<file path="src/rtl/pc_pkg.sv">
// Shared constants and the operation encoding for the program counter.
package pc_pkg;

  localparam int unsigned PC_WIDTH       = 16;
  localparam int unsigned PC_RESET_VALUE = 0;

  typedef enum logic [1:0] {
    OP_HOLD,
    OP_INC,
    OP_LOAD,
    OP_RESET
  } pc_op_t;

endpackage

</file>
<file path="src/rtl/pc_incrementer.sv">
// Combinational WIDTH-bit +1; carry-out is set only when the input is all-ones.
module pc_incrementer #(
  parameter int unsigned WIDTH = 16
) (
  input  logic [WIDTH-1:0] i_value,
  output logic [WIDTH-1:0] o_sum,
  output logic             o_carry
);

  logic [WIDTH:0] w_full;

  assign w_full  = {1'b0, i_value} + (WIDTH + 1)'(1);
  assign o_sum   = w_full[WIDTH-1:0];
  assign o_carry = w_full[WIDTH];

endmodule

</file>
<file path="src/rtl/program_counter.sv">
// Registered program counter: priority reset > load > increment > hold.
// Define PC_WRAP_FLAG_EN to add the registered `wrap` output.
module program_counter
  import pc_pkg::*;
#(
  parameter int unsigned WIDTH = PC_WIDTH
) (
  input  logic             clk,
  input  logic             reset,
  input  logic [WIDTH-1:0] in,
  input  logic             load,
  input  logic             inc,
`ifdef PC_WRAP_FLAG_EN
  output logic             wrap,
`endif
  output logic [WIDTH-1:0] out
);

  logic [WIDTH-1:0] r_out;
  logic [WIDTH-1:0] w_out_next;
  logic [WIDTH-1:0] w_inc_sum;
  logic             w_inc_carry;
  pc_op_t           w_op;

  pc_incrementer #(
    .WIDTH (WIDTH)
  ) u_incrementer (
    .i_value (r_out),
    .o_sum   (w_inc_sum),
    .o_carry (w_inc_carry)
  );

  // Reset appears in the decode for completeness; the register also clears asynchronously.
  always_comb begin
    w_op = OP_HOLD;
    if (reset)     w_op = OP_RESET;
    else if (load) w_op = OP_LOAD;
    else if (inc)  w_op = OP_INC;
  end

  always_comb begin
    w_out_next = r_out;
    case (w_op)
      OP_RESET: w_out_next = WIDTH'(PC_RESET_VALUE);
      OP_LOAD:  w_out_next = in;
      OP_INC:   w_out_next = w_inc_sum;
      default:  w_out_next = r_out;
    endcase
  end

  always_ff @(posedge clk or posedge reset) begin
    if (reset) r_out <= WIDTH'(PC_RESET_VALUE);
    else       r_out <= w_out_next;
  end

  assign out = r_out;

`ifdef PC_WRAP_FLAG_EN
  logic r_wrap;

  // Only an increment out of all-ones raises the flag; a load of zero does not.
  always_ff @(posedge clk or posedge reset) begin
    if (reset) r_wrap <= 1'b0;
    else       r_wrap <= (w_op == OP_INC) && w_inc_carry;
  end

  assign wrap = r_wrap;
`else
  logic w_unused_carry;
  assign w_unused_carry = w_inc_carry;
`endif

endmodule

</file>
<file path="config.mk">
export PLATFORM = sky130hd
export DESIGN_NAME = program_counter
export DESIGN_NICKNAME = d
export VERILOG_FILES = /design/src/rtl/pc_pkg.sv /design/src/rtl/pc_incrementer.sv /design/src/rtl/program_counter.sv
export SDC_FILE = /design/constraint.sdc
export NUM_CORES = 1
export LEC_CHECK = 0
export CORE_MARGIN = 8
export CORE_UTILIZATION = 40
export DETAILED_ROUTE_END_ITERATION = 8
export GPL_TIMING_DRIVEN = 0
export PLACE_DENSITY = 0.79
export SYNTH_ARGS = -nofsm -noshare
export SYNTH_HDL_FRONTEND = slang
export SYNTH_SLANG_ARGS = --single-unit
export TNS_END_PERCENT = 30
</file>
<file path="constraint.sdc">
create_clock -name clk -period 1.4 [get_ports clk]
set_input_delay 0.28 -clock clk [delete_from_list [all_inputs] [get_ports clk]]
set_output_delay 0.28 -clock clk [all_outputs]
set_load 0.02 [all_outputs]
</file>
# --- After elaboration in Yosys (flattened, before gate mapping) ---
# Cells that the tools add are included.
word_totals:
  reg_bits: 16
  in_bits: 20
  output_inout_bits: 16
op_classes:
  add_sub_neg: 1
  eq_ne: 3
  n_mux: 4
  n_reduce_logical: 1
op_table:
  columns: ["op", "n"]
  rows:
  - ["$pmux 16 s3", 1]
  - ["$add 16x1->16 const B", 1]
  - ["$eq 2x2->1 const B", 2]
  - ["$mux 2", 2]
  - ["$reduce_bool 3->1", 1]
  - ["$eq 2x1->1 const B", 1]
  - ["$mux 1", 1]

# --- Depth between registers and ports, before layout ---
# Gate-level depths: netlist (run 1).
depth:
  depth_word: 5
  ltp_mapped: 10

# --- By module ---
# A second synthesis (run 1) with hierarchy kept.
unflattened:
  hier_cells: 126
  area_unflattened_um2: 1156.1
modules_own_cells:
  columns: ["mod", "instances", "cells_per_inst", "area_per_inst_um2", "seq_area_each_um2"]
  rows:
  - ["program_counter", 1, 82, 833.3, 400.4]
  - ["pc_incrementer", 1, 44, 322.8, 0.0]

# --- Least setup slack after synthesis (run 1) ---
# OpenSTA, ideal clock, no wires.
synth_path:
  path_kind: "input -> register"
  startpoint: "input reset"
  endpoint: "register r_out[15], in the netlist out[15]"
  setup_ns: 0.069
  arrival_ns: 2.253
  required_ns: 1.331
  setup_slack_ns: -0.922
  cell_stages: 8
  path_cell_list: "inv_1 > nand2_1 > ha_1 > buf_6 > or3b_1 > buf_2 > or4b_1 > nand3_1"
synth_via:
  elab_chain_cells: 3
  elab_cells_between_ends: 6
  classes_between: "eq/ne: 3; mux: 2; reduce/logical: 1"
synth_lines:
  columns: ["element", "line_no", "rtl"]
  rows:
  - ["start, declared", "program_counter.sv:9", "input logic reset,"]
  - ["$mux 2 (*)", "program_counter.sv:36", "if (reset) w_op = OP_RESET;"]
  - ["$eq 2x1->1 or $eq 2x2->1 (tied branches)", "program_counter.sv:43", "case (w_op)"]
  - ["$pmux 16 s3 or $reduce_bool 3->1 (tied branches)", null, null]
  - ["end signal, assigned", "program_counter.sv:52", "if (reset) r_out <= WIDTH'(PC_RESET_VALUE);"]
  - ["end signal, assigned", "program_counter.sv:53", "else r_out <= w_out_next;"]
  - ["end, declared", "program_counter.sv:19", "logic [WIDTH-1:0] r_out;"]
# Mark *: on every way between the ends. The rest lies on a longest branch, timed or not.
# A chain may end at the register's enable or synchronous reset.

# --- Final worst setup path (run 1) ---
layout_path:
  startpoint: "input load"
  endpoint: "register r_out[15], in the netlist out[15]"
layout_via:
  elab_chain_cells: 4
  elab_cells_between_ends: 7
  classes_between: "eq/ne: 3; mux: 3; reduce/logical: 1"
layout_lines:
  columns: ["element", "line_no", "rtl"]
  rows:
  - ["start, declared", "program_counter.sv:11", "input logic load,"]
  - ["$mux 2 (*)", "program_counter.sv:37", "else if (load) w_op = OP_LOAD;"]
  - ["$mux 2 (*)", "program_counter.sv:36", null]
  - ["$eq 2x1->1 or $eq 2x2->1 (tied branches)", "program_counter.sv:43", null]
  - ["$pmux 16 s3 or $reduce_bool 3->1 (tied branches)", null, null]
# Marked as above.

==> flow_summary.toml, run 1 <==
[floorplanning]
initial_core_util_pct = 42.2
boundaryPins = 36
rows = 19
fp.dieW_um = 69.9
die_y_um = 69.9
die-area_um2 = 4890
core_area_um2 = 2760

[timing]
worst_pin_slew_ns = 0.305
period_share_pct = 118
maxSlewHeadroom_pct = 79.5
slew_viol_final = 0
finalHoldViolations = 0
grt_setup_unrepaired = "yes"
period_needed_ns = 1.66
skew_ns = 0.00351
setup_ws_ns = -0.258
holdWs_ns = 0.206
timing.fmax_mhz = 603
setup_viol = 11

[logic_synthesis]
synthMuxAreaShare_pct = 0.861
synth-seq-area-share_pct = 34.4
synth.distinct_cells = 40
synth.avg_cell_area_um2 = 8.94
synth_xor_area_share_pct = 2.26
yosys.area_share.simple_pct = 22.7
synthAdderAreaFrac_pct = 4.31
synth_top_family_by_area = "compound AO/OA/AOI/OAI gates"
yosysWarnings = 0
syn_area_um2 = 1160
synth_compound_area_share_pct = 24.7
syn-num-nets = 154
ys_ff_latch = 16
synthCells = 130

[cts]
clock_sinks = 16
clk_latency_ns = 0.29
clk_pin_slew_worst_paths_ns = 0.11
cts_made_buffers = 3
ctsHoldBuffers = 0
tritoncts = "yes"
ctsRootBufferMaster = "clkbuf_4"
cts_max_level = 1
clockBufferDepth = 2

[flow_run]
cap_viol_max_count = 0

[place]
place_congestion = 0.833
hpwl_mm = 2.49
io_buffers = 35

[global_route]
track_usage_pct = 14.6
grt_pass1_vias = 1291
grt_max_degree = 17
antenna_found_initial = 0
grt_remaining_overflow = 0
grt_pass1_wl_mm = 6.11

[setup_path]
criticalPathCategory = "input pin to flip-flop"
timing.critical_path.to_type = "flip-flop"
cp_max_fo = 5
cp.arrival_ns = 1.90
required_ns = 1.64
cp-start-kind = "input pin"
reg2reg_depth = 5

[power_and_ir_drop]
peakVddDrop_v = 0.000493
cellPowerDensity_nw_per_um2 = 679
total_leakage_power_nw = 0.775
intPower_uw = 875
p_seq_share_pct = 42.2
swShare_pct = 33.7
power_mw = 1.32
combPwrFrac_pct = 32.7
switchingPower_uw = 445
clock_power_share_pct = 25.1

[detailed_routing]
wl_per_cell_um = 17.9
wl_mm = 3.94
vias = 1337
drt_iter0_markers = 72
ant_nets = 0
vias_per_cell = 6.08
dr.pass1.iters = 4
drc = 0

[finish]
drive_above_1_share_pct = 39.2
nets = 214
antenna_cells = 0
area_delta_synth_final_pct = 67.3
utilization_pct = 70.5
largest_reg_flops = 16

[hold_path]
hp-class = "input pin to asynchronous set/reset pin"

[run_status]
status = "finished with violations"
violations = "setup timing"
## final timing paths
kind | endpoint | slack [ns] | start
max | out[15]$_DFFE_PP0P_ | -0.26 | load
min | out[1]$_DFFE_PP0P_ | 0.21 | reset
max reg2reg | out[11]$_DFFE_PP0P_ | -0.22 | out[6]$_DFFE_PP0P_
min reg2reg | out[15]$_DFFE_PP0P_ | 0.60 | out[15]$_DFFE_PP0P_
max in group asynchronous | out[5]$_DFFE_PP0P_ | 0.98 | reset
min in group clk | out[1]$_DFFE_PP0P_ | 0.55 | reset
## cells by family (layout without fill, tap and decap cells)
family	after synthesis	after routing
mux	1	1
xor+xnor	3	3
compound gates	40	40
simple gates	46	46
buf+inv	20	79
fa+ha+maj	4	4
flops	16	16
## area by class of cell
class                   count  area (um^2)
repair buffers             57          533
fillers                   197          813
inverters                  10         48.8
well taps                  31         38.8
flip-flops and latches     16          409
clock buffers               4         36.3
multi-input cells          94          787
plain buffers               8         91.3
## stage by stage
stage | setup TNS, ns | std cells | setup WS (ns) | area, um^2
after global placement | -19.19 | 196 | -1.50 | 1580
after global routing | -2.38 | 220 | -0.298 | 1940
final | -1.77 | 220 | -0.258 | 1940
after CTS | -1.25 | 217 | -0.253 | 1840
after detailed placement | -20.20 | 196 | -1.56 | 1580
after floorplan | -6.68 | 130 | -0.754 | 1190
## per-layer routing
layer / track usage, % / wire (um) / vias to the layer above
li1: - / - / 609
met4: 6.92 / 76 / 0
met5: 0 / 0 / -
met3: 1.98 / 195 / 8
met1: 17.0 / 1600 / 666
met2: 25.6 / 2070 / 54
## critical path: stages
cell	delay [ns]
buf_8	0.10
inv_6	0.06
a21oi_4	0.07
buf_4	0.14
ha_4	0.15
or3b_1	0.38
buf_6	0.14
or4b_1	0.47
nand3_1	0.10
## cells in the mapped netlist, drive strengths merged
| cell type | instances | area share, % |
|---|---|---|
| nand4 | 5 | 2.7 |
| or3b | 1 | 0.75 |
| or4b | 1 | 0.86 |
| o211ai | 1 | 0.65 |
| o31a | 1 | 0.75 |
| o22a | 1 | 0.75 |
| xnor2 | 3 | 2.3 |
| o31ai | 7 | 4.5 |
| nor2 | 1 | 0.32 |
| clkbuf | 3 | 2.7 |
| nand3 | 8 | 3.4 |
| o311ai | 2 | 1.5 |
| nor3 | 2 | 0.86 |
| inv | 10 | 3.2 |
| mux2i | 1 | 0.86 |
| a221o | 3 | 2.6 |
| buf | 7 | 4.8 |
| nand2b | 4 | 2.2 |
| o21ai | 4 | 1.7 |
| nor4 | 4 | 2.2 |
| nand3b | 1 | 0.65 |
| o41a | 1 | 0.97 |
| a32oi | 1 | 0.75 |
| dfrtp | 16 | 34 |
| or2 | 1 | 0.54 |
| o21a | 2 | 1.3 |
| nor3b | 2 | 1.7 |
| a22oi | 7 | 4.5 |
| ha | 4 | 4.3 |
| and4 | 2 | 1.6 |
| a211o | 1 | 0.75 |
| a21oi | 9 | 3.9 |
| or3 | 2 | 1.1 |
| nand2 | 12 | 3.9 |
## power groups by stage
stage	Sequential, mW	Combinational [mW]	Clock, mW
global route	0.563	0.466	0.350
CTS	0.551	0.395	0.337
floorplan	0.591	0.160	0
detailed placement	0.558	0.372	0
finish	0.557	0.432	0.331
global placement	0.555	0.362	0
## what timing repair did
| action | in CTS | in global routing |
|---|---|---|
| pin swaps | 20 | 8 |
| cloned | 0 | 1 |
| buffers inserted | 19 | 3 |
| resized for setup | 69 | 31 |
| endpoints found under the setup margin | 32 | 25 |
## cells in the final DEF, fill, tap and decap left out, drive strengths merged, types with 8 or more instances in the layout
cell,n
dfrtp,16
nand2,12
clkbuf,8
buf,34
nand3,8
a21oi,9
inv,9
clkdlybuf4s50,16
clkdlybuf4s15,8
(Power assumes the default switching activity.)
==> run 2: changes to the inputs <==
CORE_UTILIZATION = 42   (was 40)
CTS_BUF_LIST = sky130_fd_sc_hd__clkbuf_16   (was default)
PLACE_DENSITY = 0.82   (was 0.79)
SKIP_LAST_GASP = 1   (was default)
==> run 2 against run 1 <==
- the flow still finishes with violations (setup timing)
- sequential cell count did not move
- sequential power barely moved
- critical endpoint unchanged
- cell area fell by 3.3%
- combinational power barely moved
- sequential share of layout area rose by 0.51 points
==> flow_summary.toml, run 2 (synthesis results as in run 1) <==
[finish]
register_area_um2 = 405
fill_cells = 195
largest_reg_flops = 16
nets = 208
final_common_cell = "clkdlybuf4s50_1"
layout_common_cells = "clkdlybuf4s50_1, buf_4, dfrtp_1, nand2_1, nand3_1"
drive_above_1_share_pct = 28.4
multi_input_area_um2 = 738
antenna_cells = 0
design_area_um2 = 1880
area_delta_synth_final_pct = 61.8

[global_route]
grt_pass1_vias = 1237
grt_max_degree = 17
antenna_found_initial = 0
grt_remaining_overflow = 0
grt_pass1_wl_mm = 5.86
track_usage_pct = 16.3

[setup_path]
criticalPathCategory = "input pin to flip-flop"
cp-start-kind = "input pin"
cp_max_fo = 7
required_ns = 1.58
reg2reg_depth = 6
cp.arrival_ns = 1.89
timing.critical_path.to_type = "flip-flop"

[detailed_routing]
vias_per_cell = 5.99
drt_iter0_markers = 60
vias = 1281
wl_mm = 3.86
drc = 0
dr.pass1.iters = 4
ant_nets = 0
wl_per_cell_um = 18.0

[run_status]
status = "finished with violations"
violations = "setup timing"

[timing]
finalHoldViolations = 0
maxSlewHeadroom_pct = 79.8
grt_setup_unrepaired = "yes"
period_share_pct = 122
period_needed_ns = 1.71
worst_pin_slew_ns = 0.299
setup_viol = 29
timing.fmax_mhz = 586
skew_ns = 0.00177
setup_ws_ns = -0.305
holdWs_ns = 0.107
slew_viol_final = 0

[cts]
ctsHoldBuffers = 0
ctsRootBufferMaster = "clkbuf_16"
cts_made_buffers = 3
cts_max_level = 1
clk_pin_slew_worst_paths_ns = 0.05
clockBufferDepth = 2
clk_latency_ns = 0.25
tritoncts = "yes"
clock_sinks = 16

[floorplanning]
core_area_um2 = 2690
rows = 19
die_y_um = 68.6
die-area_um2 = 4710
initial_core_util_pct = 43.3
boundaryPins = 36
fp.dieW_um = 68.6

[flow_run]
cap_viol_max_count = 0

[place]
io_buffers = 35
hpwl_mm = 2.38
place_congestion = 0.873
detailed_place.area_um2 = 1580

[power_and_ir_drop]
peakVddDrop_v = 0.000885
power_mw = 1.56
cellPowerDensity_nw_per_um2 = 829
total_leakage_power_nw = 0.759

[hold_path]
hp-class = "input pin to asynchronous set/reset pin"
run 2: path summary, 6_finish.rpt:
check                                   startpoint                   to  slack [ns]
worst min-delay path                         reset   out[2]$_DFFE_PP0P_        0.11
worst min register to register  out[3]$_DFFE_PP0P_   out[3]$_DFFE_PP0P_        0.59
worst max register to register  out[4]$_DFFE_PP0P_  out[11]$_DFFE_PP0P_       -0.25
min in group clk                out[3]$_DFFE_PP0P_   out[3]$_DFFE_PP0P_        0.59
worst max-delay path                          load  out[15]$_DFFE_PP0P_       -0.31
max in group asynchronous                    reset   out[5]$_DFFE_PP0P_        1.09
run 2: through the flow:
step	util, %	cells	worst slack (ns)	TNS (ns)
floorplan	-	130	-0.754	-6.68
global placement	58.8	196	-1.49	-19.22
detailed placement	58.8	196	-1.55	-20.13
CTS	67.3	209	-0.302	-4.65
global route	70.0	214	-0.349	-6.17
finish	70.0	214	-0.305	-4.67
run 2: routing by layer:
layer | up-vias | wire (um) | part of all wire, % | global-route usage (%)
li1 | 603 | - | - | -
met1 | 624 | 1570 | 41 | 18.7
met2 | 46 | 2040 | 53 | 29.4
met3 | 8 | 174 | 4.5 | 2.75
met4 | 0 | 77 | 2.0 | 5.88
met5 | - | 0 | 0 | 0
run 2: report_power, final:
part | switching [mW] | total [mW] | internal [mW]
Sequential | 0.0566 | 0.557 | 0.500
Clock | 0.187 | 0.567 | 0.379
Combinational | 0.207 | 0.435 | 0.228
run 2: cell type report:
type	instances	share of cell area, %
flip-flops and latches	16	21.6
clock inverters	1	0.200
repair buffers	52	26.2
plain buffers	7	4.13
inverters	10	2.59
well taps	31	2.06
clock buffers	3	3.99
multi-input cells	94	39.3
run 2: timing repair:
| item | CTS | global route |
|---|---|---|
| pin swaps | 10 | 7 |
| setup endpoints to repair | 32 | 32 |
| buffers inserted | 9 | 7 |
| resized for setup | 38 | 13 |
| cloned | 1 | 0 |
run 2: critical path, cell delays in order:
cell and delay [ns]:
buf_8 0.08, inv_6 0.04, a21oi_4 0.21, ha_4 0.24
or3b_4 0.42, or4b_1 0.52, nand3_1 0.09
==> run 3: changes to the inputs <==
CORE_UTILIZATION = 30   (was 42)
PLACE_DENSITY = 0.64   (was 0.82)
clock period = 1.5 ns   (was 1.4 ns; I/O delays follow)
==> run 3 against run 2 <==
- the flow still finishes with violations (setup timing)
- sequential share of layout area shrank 1.1 points
- power fell by 5.9%
- critical path depth down 2
- non-clock buffer count up 5
- sequential cell count is the same
- count of clock-buffer cells in the layout is the same
- cell count is 10% higher
- critical path type is now flip-flop to flip-flop
==> flow_summary.toml, run 3 (synthesis results as in run 1) <==
[run_status]
status = "finished with violations"
violations = "setup timing"

[power_and_ir_drop]
peakVddDrop_v = 0.000498
cellPowerDensity_nw_per_um2 = 739
total_leakage_power_nw = 0.766

[timing]
grt_setup_unrepaired = "yes"
skew_ns = 0.00220
slew_viol_final = 0
finalHoldViolations = 0
setup_ws_ns = -0.212
setup_viol = 24
maxSlewHeadroom_pct = 76.4
worst_pin_slew_ns = 0.353
holdWs_ns = 0.118
period_needed_ns = 1.71
timing.fmax_mhz = 584
period_share_pct = 114
finalSetupTns_ns = -2.82

[global_route]
antenna_found_initial = 0
grt_max_degree = 17
track_usage_pct = 12.2
grt_pass1_wl_mm = 6.22
grt_pass1_vias = 1283
grt_remaining_overflow = 0

[finish]
drive_above_1_share_pct = 33.0
final_common_cell = "clkdlybuf4s50_1"
layout_common_cells = "clkdlybuf4s50_1, buf_4, nand2_1, dfrtp_1, nand3_1"
largest_reg_flops = 16
fill_cells = 329
utilization_pct = 53.8
area_delta_synth_final_pct = 70.6
design_area_um2 = 1980
antenna_cells = 0
nets = 213

[place]
hpwl_mm = 2.51
place_congestion = 0.807
io_buffers = 35
detailed_place.area_um2 = 1600

[floorplanning]
die-area_um2 = 6120
rows = 22
initial_core_util_pct = 31.5
die_y_um = 78.2
boundaryPins = 36
fp.dieW_um = 78.2
core_area_um2 = 3690

[setup_path]
timing.critical_path.to_type = "flip-flop"
criticalPathCategory = "flip-flop to flip-flop"
required_ns = 1.68
cp_max_fo = 7
cp.arrival_ns = 1.90
cp-start-kind = "flip-flop"

[cts]
clk_latency_ns = 0.25
cts_made_buffers = 3
tritoncts = "yes"
clock_sinks = 16
clk_pin_slew_worst_paths_ns = 0.05
ctsHoldBuffers = 0
ctsRootBufferMaster = "clkbuf_16"
clockBufferDepth = 2
cts_max_level = 1

[detailed_routing]
drt_iter0_markers = 91
dr.pass1.iters = 4
wl_mm = 3.87
vias_per_cell = 5.28
ant_nets = 0
vias = 1246
wl_per_cell_um = 16.4
drc = 0

[hold_path]
hp-class = "input pin to asynchronous set/reset pin"

[flow_run]
cap_viol_max_count = 0
## run 3: what timing repair did
action,CTS,global route
pin swaps,14,5
setup buffers,14,6
gates cloned,1,0
gates resized for setup,39,22
endpoints found under the setup margin,31,32
## run 3: worst paths after layout
| path | cells after the start | to | start | slack (ns) |
|---|---|---|---|---|
| min reg2reg | 2 | out[15]$_DFFE_PP0P_ | out[15]$_DFFE_PP0P_ | 0.59 |
| min | 3 | out[2]$_DFFE_PP0P_ | reset | 0.12 |
| min in group clk | 2 | out[15]$_DFFE_PP0P_ | out[15]$_DFFE_PP0P_ | 0.59 |
| max | 5 | out[15]$_DFFE_PP0P_ | out[0]$_DFFE_PP0P_ | -0.21 |
| max reg2reg | 5 | out[15]$_DFFE_PP0P_ | out[0]$_DFFE_PP0P_ | -0.21 |
| max in group asynchronous | 3 | out[5]$_DFFE_PP0P_ | reset | 1.17 |
## run 3: cell type report
| class | count | area, um^2 | share of cell area [%] |
|---|---|---|---|
| plain buffers | 8 | 82.6 | 4.16 |
| clock buffers | 3 | 75.1 | 3.79 |
| well taps | 48 | 60.1 | 3.03 |
| clock inverters | 1 | 3.75 | 0.189 |
| inverters | 10 | 48.8 | 2.46 |
| multi-input cells | 94 | 774 | 39.1 |
| repair buffers | 56 | 532 | 26.8 |
| flip-flops and latches | 16 | 407 | 20.5 |
## run 3: metal layers
| metal | up-vias | global-route usage, % | share of wire (%) | wire length, um |
|---|---|---|---|---|
| li1 | 607 | - | - | - |
| met1 | 603 | 14.8 | 42 | 1640 |
| met2 | 30 | 21.5 | 52 | 2020 |
| met3 | 6 | 1.48 | 3.5 | 135 |
| met4 | 0 | 4.44 | 2.1 | 81 |
| met5 | - | 0 | 0 | 0 |
## run 3: worst max-delay path: stages, from the launching register on
cell,delay [ns]
dfrtp_2,0.44
nand4_1,0.20
or2_1,0.26
buf_2,0.16
or4b_1,0.50
nand3_1,0.09
## run 3: stage by stage
step,setup WS [ns],instances,power (mW)
6_report,-0.212,236,1.47
2_1_floorplan,-0.674,130,0.701
4_1_cts,-0.202,231,1.44
3_3_place_gp,-1.44,213,0.861
5_1_grt,-0.264,236,1.53
3_5_place_dp,-1.47,213,0.867
## run 3: where the power goes
part           switching (mW)  internal [mW]
registers              0.0549          0.467
clock network           0.179          0.354
logic                   0.193          0.218
total                   0.427           1.04
